File: config.mk
export PLATFORM = sky130hd
export DESIGN_NAME = sd_cmd_host
export DESIGN_NICKNAME = d
export VERILOG_FILES = /design/src/rtl/sd_cmd_host.sv
export SDC_FILE = /design/constraint.sdc
export NUM_CORES = 1
export LEC_CHECK = 0
export CORE_MARGIN = 4
export CORE_UTILIZATION = 45
export DETAILED_ROUTE_END_ITERATION = 16
export PLACE_DENSITY = 0.78
export SYNTH_ARGS = -nofsm -noshare
export SYNTH_HDL_FRONTEND = slang
export SYNTH_SLANG_ARGS = --single-unit
File: constraint.sdc
create_clock -name clk -period 2.35 [get_ports clk]
set_input_delay 0.3525 -clock clk [delete_from_list [all_inputs] [get_ports clk]]
set_output_delay 0.3525 -clock clk [all_outputs]
set_load 0.02 [all_outputs]
File: src/rtl/sd_cmd_host.sv
// rtl/sd_cmd_host.sv - SD CMD-line host engine: command serialiser, response collector, mc_clk generator
//
// Ports:
//   clk, rst                 system clock, synchronous active-high reset
//   start                    begin a transaction (only honoured while idle)
//   cmd_idx, cmd_arg         command index / argument, sampled with start
//   resp_type                0 none, 1 short (48b), 2 long (136b), 3 treated as none
//   resp_nocrc               skip response CRC check, sampled with start
//   busy, done               transaction in progress / one-cycle completion pulse
//   resp                     captured response, cleared by the next start
//   crc_err, timeout         response status, valid with done, held until next start
//   mc_clk_o                 SD clock to the pad
//   mc_cmd_o, mc_cmd_oe      CMD output data / output enable (line pulled up when released)
//   mc_cmd_i                 CMD input from the pad
module sd_cmd_host #(
  parameter int CLK_DIV = 2,
  parameter int NCR_MAX = 64,
  parameter int NCC     = 8
) (
  input  logic         clk,
  input  logic         rst,
  input  logic         start,
  input  logic [5:0]   cmd_idx,
  input  logic [31:0]  cmd_arg,
  input  logic [1:0]   resp_type,
  input  logic         resp_nocrc,
  output logic         busy,
  output logic         done,
  output logic [127:0] resp,
  output logic         crc_err,
  output logic         timeout,
  output logic         mc_clk_o,
  output logic         mc_cmd_o,
  output logic         mc_cmd_oe,
  input  logic         mc_cmd_i
);

  localparam int DW = $clog2(CLK_DIV + 1);
  localparam logic [DW-1:0] DIV_LAST = DW'(CLK_DIV - 1);
  localparam int CMAX = (NCR_MAX > NCC) ? NCR_MAX : NCC;
  localparam int CW = $clog2(CMAX + 1);

  typedef enum logic [2:0] {
    ST_IDLE,
    ST_TX,
    ST_WAIT,
    ST_RX,
    ST_TAIL
  } state_t;

  function automatic logic [6:0] crc7_step(input logic [6:0] c, input logic b);
    logic fb;
    fb = b ^ c[6];
    return {c[5:0], 1'b0} ^ (fb ? 7'h09 : 7'h00);
  endfunction

  function automatic logic [6:0] crc7_40(input logic [39:0] d);
    logic [6:0] c;
    c = 7'h00;
    for (int i = 39; i >= 0; i--) begin
      c = crc7_step(c, d[i]);
    end
    return c;
  endfunction

  // Free-running SD clock divider
  logic [DW-1:0] div_cnt_q;
  logic          mc_clk_q;
  logic          tick, rise_tick, fall_tick;

  assign tick      = (div_cnt_q == DIV_LAST);
  assign rise_tick = tick && !mc_clk_q;
  assign fall_tick = tick && mc_clk_q;

  always_ff @(posedge clk) begin
    if (rst) begin
      div_cnt_q <= '0;
      mc_clk_q  <= 1'b0;
    end else begin
      div_cnt_q <= tick ? '0 : div_cnt_q + 1'b1;
      if (tick) begin
        mc_clk_q <= !mc_clk_q;
      end
    end
  end

  state_t         state_q, state_d;
  logic [47:0]    frame_q, frame_d;
  logic [5:0]     tx_cnt_q, tx_cnt_d;
  logic [CW-1:0]  wait_cnt_q, wait_cnt_d;
  logic [7:0]     rx_cnt_q, rx_cnt_d;
  logic [6:0]     crc_q, crc_d;
  logic           long_q, long_d;
  logic           has_resp_q, has_resp_d;
  logic           nocrc_q, nocrc_d;
  logic [127:0]   resp_q, resp_d;
  logic           crc_err_q, crc_err_d;
  logic           timeout_q, timeout_d;
  logic           cmd_o_q, cmd_o_d;
  logic           cmd_oe_q, cmd_oe_d;
  logic           done_q, done_d;

  logic [39:0]    tx_payload;
  logic [6:0]     tx_crc;
  logic [7:0]     rx_last, crc_lo, crc_hi;
  logic [127:0]   rx_resp_shift;
  logic [6:0]     rx_crc_upd;

  assign tx_payload = {1'b0, 1'b1, cmd_idx, cmd_arg};
  assign tx_crc     = crc7_40(tx_payload);

  // Long responses exclude the start, transmission and reserved bits from the CRC,
  // so the CRC window starts at the 9th received bit.
  assign rx_last = long_q ? 8'd135 : 8'd47;
  assign crc_lo  = long_q ? 8'd8   : 8'd0;
  assign crc_hi  = long_q ? 8'd128 : 8'd40;

  // resp is used directly as the receive shift register; for a long frame the
  // leading 8 bits fall off the top, for a short one the upper bits stay zero.
  assign rx_resp_shift = {resp_q[126:0], mc_cmd_i};
  assign rx_crc_upd    = ((rx_cnt_q >= crc_lo) && (rx_cnt_q < crc_hi)) ?
                         crc7_step(crc_q, mc_cmd_i) : crc_q;

  always_comb begin
    state_d    = state_q;
    frame_d    = frame_q;
    tx_cnt_d   = tx_cnt_q;
    wait_cnt_d = wait_cnt_q;
    rx_cnt_d   = rx_cnt_q;
    crc_d      = crc_q;
    long_d     = long_q;
    has_resp_d = has_resp_q;
    nocrc_d    = nocrc_q;
    resp_d     = resp_q;
    crc_err_d  = crc_err_q;
    timeout_d  = timeout_q;
    cmd_o_d    = cmd_o_q;
    cmd_oe_d   = cmd_oe_q;
    done_d     = 1'b0;

    case (state_q)
      ST_IDLE: begin
        cmd_oe_d = 1'b0;
        // done_q high means this is the completion cycle; a start here is dropped
        if (start && !done_q) begin
          frame_d    = {tx_payload, tx_crc, 1'b1};
          tx_cnt_d   = 6'd48;
          long_d     = (resp_type == 2'd2);
          has_resp_d = (resp_type == 2'd1) || (resp_type == 2'd2);
          nocrc_d    = resp_nocrc;
          resp_d     = '0;
          crc_err_d  = 1'b0;
          timeout_d  = 1'b0;
          state_d    = ST_TX;
        end
      end

      ST_TX: begin
        if (fall_tick) begin
          if (tx_cnt_q != 6'd0) begin
            cmd_oe_d = 1'b1;
            cmd_o_d  = frame_q[47];
            frame_d  = {frame_q[46:0], 1'b0};
            tx_cnt_d = tx_cnt_q - 6'd1;
          end else begin
            // end bit has been on the line for a full period; release the line
            cmd_oe_d   = 1'b0;
            cmd_o_d    = 1'b1;
            wait_cnt_d = '0;
            rx_cnt_d   = 8'd0;
            crc_d      = 7'h00;
            state_d    = has_resp_q ? ST_WAIT : ST_TAIL;
          end
        end
      end

      ST_WAIT: begin
        if (rise_tick) begin
          if (!mc_cmd_i) begin
            resp_d   = rx_resp_shift;
            crc_d    = rx_crc_upd;
            rx_cnt_d = 8'd1;
            state_d  = ST_RX;
          end else if (int'(wait_cnt_q) + 1 >= NCR_MAX) begin
            timeout_d  = 1'b1;
            wait_cnt_d = '0;
            state_d    = ST_TAIL;
          end else begin
            wait_cnt_d = wait_cnt_q + 1'b1;
          end
        end
      end

      ST_RX: begin
        if (rise_tick) begin
          resp_d   = rx_resp_shift;
          crc_d    = rx_crc_upd;
          rx_cnt_d = rx_cnt_q + 8'd1;
          if (rx_cnt_q == rx_last) begin
            crc_err_d  = !nocrc_q && (crc_q != rx_resp_shift[7:1]);
            wait_cnt_d = '0;
            state_d    = ST_TAIL;
          end
        end
      end

      ST_TAIL: begin
        cmd_oe_d = 1'b0;
        if (rise_tick) begin
          if (int'(wait_cnt_q) + 1 >= NCC) begin
            wait_cnt_d = '0;
            done_d     = 1'b1;
            state_d    = ST_IDLE;
          end else begin
            wait_cnt_d = wait_cnt_q + 1'b1;
          end
        end
      end

      default: begin
        cmd_oe_d = 1'b0;
        state_d  = ST_IDLE;
      end
    endcase
  end

  always_ff @(posedge clk) begin
    if (rst) begin
      state_q    <= ST_IDLE;
      frame_q    <= '0;
      tx_cnt_q   <= '0;
      wait_cnt_q <= '0;
      rx_cnt_q   <= '0;
      crc_q      <= '0;
      long_q     <= 1'b0;
      has_resp_q <= 1'b0;
      nocrc_q    <= 1'b0;
      resp_q     <= '0;
      crc_err_q  <= 1'b0;
      timeout_q  <= 1'b0;
      cmd_o_q    <= 1'b1;
      cmd_oe_q   <= 1'b0;
      done_q     <= 1'b0;
    end else begin
      state_q    <= state_d;
      frame_q    <= frame_d;
      tx_cnt_q   <= tx_cnt_d;
      wait_cnt_q <= wait_cnt_d;
      rx_cnt_q   <= rx_cnt_d;
      crc_q      <= crc_d;
      long_q     <= long_d;
      has_resp_q <= has_resp_d;
      nocrc_q    <= nocrc_d;
      resp_q     <= resp_d;
      crc_err_q  <= crc_err_d;
      timeout_q  <= timeout_d;
      cmd_o_q    <= cmd_o_d;
      cmd_oe_q   <= cmd_oe_d;
      done_q     <= done_d;
    end
  end

  assign busy      = (state_q != ST_IDLE);
  assign done      = done_q;
  assign resp      = resp_q;
  assign crc_err   = crc_err_q;
  assign timeout   = timeout_q;
  assign mc_clk_o  = mc_clk_q;
  assign mc_cmd_o  = cmd_o_q;
  assign mc_cmd_oe = cmd_oe_q;

endmodule

Word-level counts from Yosys, hierarchy flattened --
Cells that the tools add are included. Widths: inputs -> output; s select.
Cells by class: $add $sub $neg 5, magnitude comparators 4, equality and inequality tests 22, multiplexer cells 101, bitwise operators 80, reductions and logical operators 31
Operator list (count):
- $mux 128 | 4
- $pmux 128 s3 | 1
- $xor 7x4->7 | 37
- $mux 4 | 40
- $mux 48 | 3
- $pmux 48 s2 | 1
- $mux 7 | 13
- $mux 8 | 7
- $xor 1x1->1 | 36
- $mux 3 | 11
- $ge 32x8->1 const B | 1
- $pmux 7 s4 | 1
- $ne 2x2->1 const B | 12
- $pmux 8 s3 | 1
- $pmux 7 s3 | 1
- $mux 6 | 3
- $pmux 3 s5 | 1
- $pmux 6 s2 | 1
- $mux 1 | 10
- $reduce_and 5->1 | 2
- $reduce_and 9->1 | 1
- $reduce_bool 3->1 | 3
- $add 7x1->8 const B | 1
- $add 8x1->8 const B | 1
- other kinds (32) | 51
Word-level totals: bits in registers 218, output and inout port bits 135

Logic depth before layout (Yosys ltp) --
word-level depth 111, mapped depth 11, depth with buffers taken out 9

Worst setup path after synthesis --
No wires, ideal clock.
path kind input to register, start point in cmd_idx[4], end point reg frame_q[1], library setup time 0.120 ns, arrival time 2.429 ns, slack -0.200 ns, cell stages on the path 7, path buffers 0, path through xnor3_1 xnor3_1 xnor2_1 xnor3_2 xor2_1 nor3b_1 a211o_2
Between the ends: word-level cells in the longest chain between the ends 59
RTL lines:
- from (decl) | line 23 | input logic [5:0] cmd_idx,
- $xor 1x1->1 * | line 53 | fb = b ^ c[6];
- $mux 4 * | line 54 | return {c[5:0], 1'b0} ^ (fb ? 7'h09 : 7'h00);
- $xor 6x4->6 * | line 54
- $xor 7x4->7 * (3 in a row) | line 54
- $xor 1x1->1 | line 53
- $mux 4 | line 54
- $xor 7x4->7 * (4 in a row) | line 54
- $xor 1x1->1 | line 53
- [35 not listed]
- $xor 1x1->1 | line 53
- $mux 4 | line 54
- $xor 7x4->7 * (4 in a row) | line 54
- $xor 1x1->1 * | line 53
- $mux 4 * | line 54
- $xor 7x4->7 * | line 54
- $mux 48 * | line 145 | if (start && !done_q) begin
- $pmux 48 s2 * | line 141 | case (state_q)
- to (signal assigned) | line 246 | frame_q <= frame_d;
- to (decl) | line 88 | logic [47:0] frame_q, frame_d;
Every way passes the cells marked *; elsewhere a longest branch is shown, timed or not. The select of a mux whose other input is x is not followed. A chain may end at the register's enable or synchronous reset.

Worst setup path in the final report --
start point in cmd_idx[1], end point reg frame_q[1]
Between the ends: word-level cells in the longest chain between the ends 50
RTL lines (line):
- $xor 1x1->1 * | 53
- $mux 4 * | 54
- $xor 7x4->7 * (4 in a row) | 54
- $xor 1x1->1 / $xor 7x4->7 (equally long branches) | 53, 54
- $mux 4 / $xor 7x4->7 (equally long branches) | 54
- $xor 7x4->7 * (4 in a row) | 54
- $xor 1x1->1 / $xor 7x4->7 (equally long branches) | 53, 54
- $mux 4 / $xor 7x4->7 (equally long branches) | 54
- [22 not listed]
- $xor 1x1->1 / $xor 7x4->7 (equally long branches) | 53, 54
- $mux 4 / $xor 7x4->7 (equally long branches) | 54
- $xor 7x4->7 * (7 in a row) | 54
- $xor 1x1->1 * | 53
- $mux 4 * | 54
- $xor 7x4->7 * | 54
- $mux 48 * | 145
- $pmux 48 s2 * | 141
Marked as above.

==> summary.txt <==
Outcome
  – Outcome: complete, no violations

Worst setup path
  – Arrival @ worst endpoint: 2690 ps
  – Setup CP Type: input pin to flop
  – Critical R2R Launch: long_q$_SDFFE_PP0P_
  – Worst-path fanout max: 3
  – CP Data Required Time: roughly 2700 ps
  – Critical Path Sink Type: flop
  – R2R Setup Slk: roughly 100 ps
  – Reg2Reg Depth: 11
  – Reg2reg end: wait_cnt_q[2]$_SDFFE_PP0P_
  – Startpoint Class: input pin

Timing
  – Worst hold slack: 162 ps
  – Max transition margin: about three fifths
  – Fin crit period: 2300 ps
  – Max Freq: between 0.4 and 0.5 GHz
  – Final period util: 97.7%
  – Pins Over Slew Limit: 0
  – Worst slew pin tran: just over 600 ps
  – Final Setup Violations: 0
  – Clk_skew: between 10 and 15 ps
  – Hold Fails Final Rpt: 0
  – Total negative slack: 0 ps

GRT
  – Total track usage: a little over a fifth
  – Global-route wire length before repair: roughly 43000 um
  – Largest net degree at the start of global routing: roughly 140
  – Vias in the first global route: 8747
  – Total grt overflow: 0
  – Antenna violations before repair: 0

Place
  – RD Place Congestion: ~0.88
  – I/O Buffers: 179
  – Post-DP HPWL: between 15000 and 20000 um

Route
  – Detailed Routing Iterations Pass 1: 5
  – Final antenna-violating net count: 0
  – DRC Markers: 0
  – DR WL/cell: between 15 and 20 um
  – DRT iter0 DRCs: between 600 and 700
  – Routed WL: 26700 um
  – Routed vias: between 9000 and 10000
  – Via density per instance: between 5 and 6

Finish
  – Fraction of layout instances using a drive strength above 1: between 10% and 20%
  – # nets final: approximately 1400
  – Fill cells: approximately 1800
  – Area of the multi-input gates: 5150 um2
  – Util after Layout: roughly 63%
  – Synth-to-Final Area Change: 37.4%
  – Inserted Diodes: 0
  – Reg area: between 4000 and 5000 um2

Clocking
  – CTS Buf Count: 25
  – CTS tree: yes
  – CTS Hold Buffers Added: 0
  – CTS Buffer Depth: 3
  – Root Buffer: clkbuf_16
  – TritonCTS Sinks: around 220
  – # H-tree levels: 1
  – Clk pin slew, worst setup/hold paths: ~60 ps
  – Worst-skew pair later-pin latency: between 500 and 600 ps

Die
  – Chip width: about 150 um
  – Cell row count: between 50 and 60
  – Initial Util: 45.8%
  – I/O pin cnt: 180
  – Die height: ~150 um
  – Placeable Area: between 20000 and 25000 um2
  – DIE AREA: roughly 24000 um2

Power and ir drop
  – Leak pwr: roughly 0.0049 uW
  – Maximum vdd drop: around 600 uV
  – Power, Total: 12700 uW
  – Pwr/cell area: ~960 nW/um2

Flow run
  – Max cap viols: 0

Synthesis
  – Synth Net Count: between 1000 and 1500
  – Yosys warns: 0
  – Register area share after synthesis: between 40% and 50%
  – Syn Area/Cell: ~8.2 um2
  – Yosys cell types: between 50 and 60
  – Most common flop cell mapped by yosys: dfxtp_1
  – Post-synth ARST share: 0%
  – Seq cells post-synth: ~220
  – Post-Synthesis Cells: ~1200
  – Count of flip-flops with a built-in enable after synthesis: 0
  – Mapped cell area: roughly 9700 um2

Hold path
  – Worst min-delay path category: input pin to flop
  – WHS Path Cells: 3
  – Hold Path End: frame_q[36]$_SDFFE_PP0P_
  – Hold Startpoint: cmd_arg[28]
what timing repair did:
item	4_1_cts	5_1_grt
cloned	0	1
pin swaps	14	21
setup endpoints to repair	7	143
gates resized for setup	21	46
buffers inserted	5	3
worst max-delay path, cell delays in order:
cell             delay [ps]
clkdlybuf4s15_1         210
xor3_2                  420
buf_6                   150
xor2_4                  150
buf_4                   140
xnor3_1                 210
xnor3_2                 480
xor2_4                  190
nor3b_2                  60
a211o_2                 310
registers in the layout, indices dropped and copies added (netlist names), 2 cells and up:
name / flops
crc_q: 7
resp: 128
rx_cnt_q: 8
state_q: 3
div_cnt_q: 2
tx_cnt_q: 6
wait_cnt_q: 7
frame_q: 48
report_power, final:
group	internal [uW]	switching, uW
clock	2350	1480
sequential	4040	187
combinational	2080	2590
total	8470	4260
layout make-up:
class | count | share of cell area, %
well taps | 275 | 2.60
multi-input cells | 854 | 38.9
repair buffers | 258 | 19.1
flip-flops and latches | 218 | 32.9
clock inverters | 12 | 1.05
clock buffers | 33 | 5.10
inverters | 13 | 0.368
logic make-up (layout without fill, tap and decap cells):
| family | count (synthesis) | after routing | share of synthesized area (%) |
|---|---|---|---|
| mux | 7 | 7 | 0.726 |
| xor+xnor | 75 | 75 | 9.70 |
| fa+ha+maj | 11 | 11 | 1.43 |
| compound gates | 245 | 245 | 15.0 |
| flops | 218 | 218 | 45.2 |
| simple gates | 516 | 516 | 23.8 |
| buf+inv | 106 | 316 | 4.12 |
routing by layer:
metal | share of wire [%] | wire, um | track usage, % | vias to the layer above
met5 | 0 | 0 | 0 | -
met4 | 2.1 | 561 | 4.63 | 0
met3 | 9.7 | 2600 | 7.97 | 47
met2 | 46 | 12300 | 33.4 | 275
met1 | 42 | 11300 | 27.4 | 4278
li1 | - | - | - | 4444
worst max path at each step:
stage                            start                         end  slack (ps)
5_1_grt        div_cnt_q[0]$_SDFF_PP0_      resp[105]$_SDFFE_PP0P_         -40
4_1_cts            long_q$_SDFFE_PP0P_  wait_cnt_q[3]$_SDFFE_PP0P_          10
3_5_place_dp                cmd_idx[1]     frame_q[1]$_SDFFE_PP0P_        -650
6_report                    cmd_idx[1]     frame_q[1]$_SDFFE_PP0P_          50
3_3_place_gp                cmd_idx[4]     frame_q[7]$_SDFFE_PP0P_        -580
2_1_floorplan              cmd_arg[29]     frame_q[1]$_SDFFE_PP0P_         -30
cell usage after synthesis, types with 2 or more instances:
library cell	instances	area share, %
nand2_1	227	8.8
dfxtp_1	218	45
a21oi_1	166	8.6
nand3_1	138	7.2
clkbuf_1	84	3.3
nor2_1	77	3.0
a311oi_1	39	3.5
xnor2_1	30	2.7
xor2_1	25	2.3
nand2b_1	16	1.0
inv_1	13	0.51
nor3_1	13	0.67
o21ai_0	13	0.67
xnor3_1	13	3.0
ha_1	11	1.4
buf_1	9	0.35
and3_1	8	0.52
nand4_1	8	0.52
mux2i_1	7	0.73
nor2b_1	7	0.45
nor3b_1	5	0.39
or3_1	5	0.32
xnor3_2	4	0.99
nand3b_1	3	0.23
nor4_1	3	0.19
o22ai_1	3	0.19
a211o_1	2	0.18
a211oi_1	2	0.16
a21boi_0	2	0.16
a21o_1	2	0.16
a221oi_1	2	0.18
a41oi_1	2	0.18
or4_1	2	0.16
xor3_2	2	0.52
stage by stage:
step	instances	cell area [um2]	setup WS (ps)
floorplan	1178	9700	-25.9
global placement	1609	12200	-582
detailed placement	1609	12200	-653
CTS	1659	13000	13.5
global route	1663	13300	-39.0
finish	1663	13300	53.9
cell usage in the layout, fill, tap and decap left out, types with 11 or more instances in the layout:
cell / count
a311oi_1: 39
xor2_1: 19
nand2_1: 227
clkbuf_16: 26
nor2_1: 75
xnor2_1: 21
nor3_1: 12
nand3_1: 138
dfxtp_1: 217
inv_1: 11
nand2b_1: 16
a21oi_1: 164
buf_4: 66
clkdlybuf4s50_1: 161
Power figures use the tool's default switching activity.
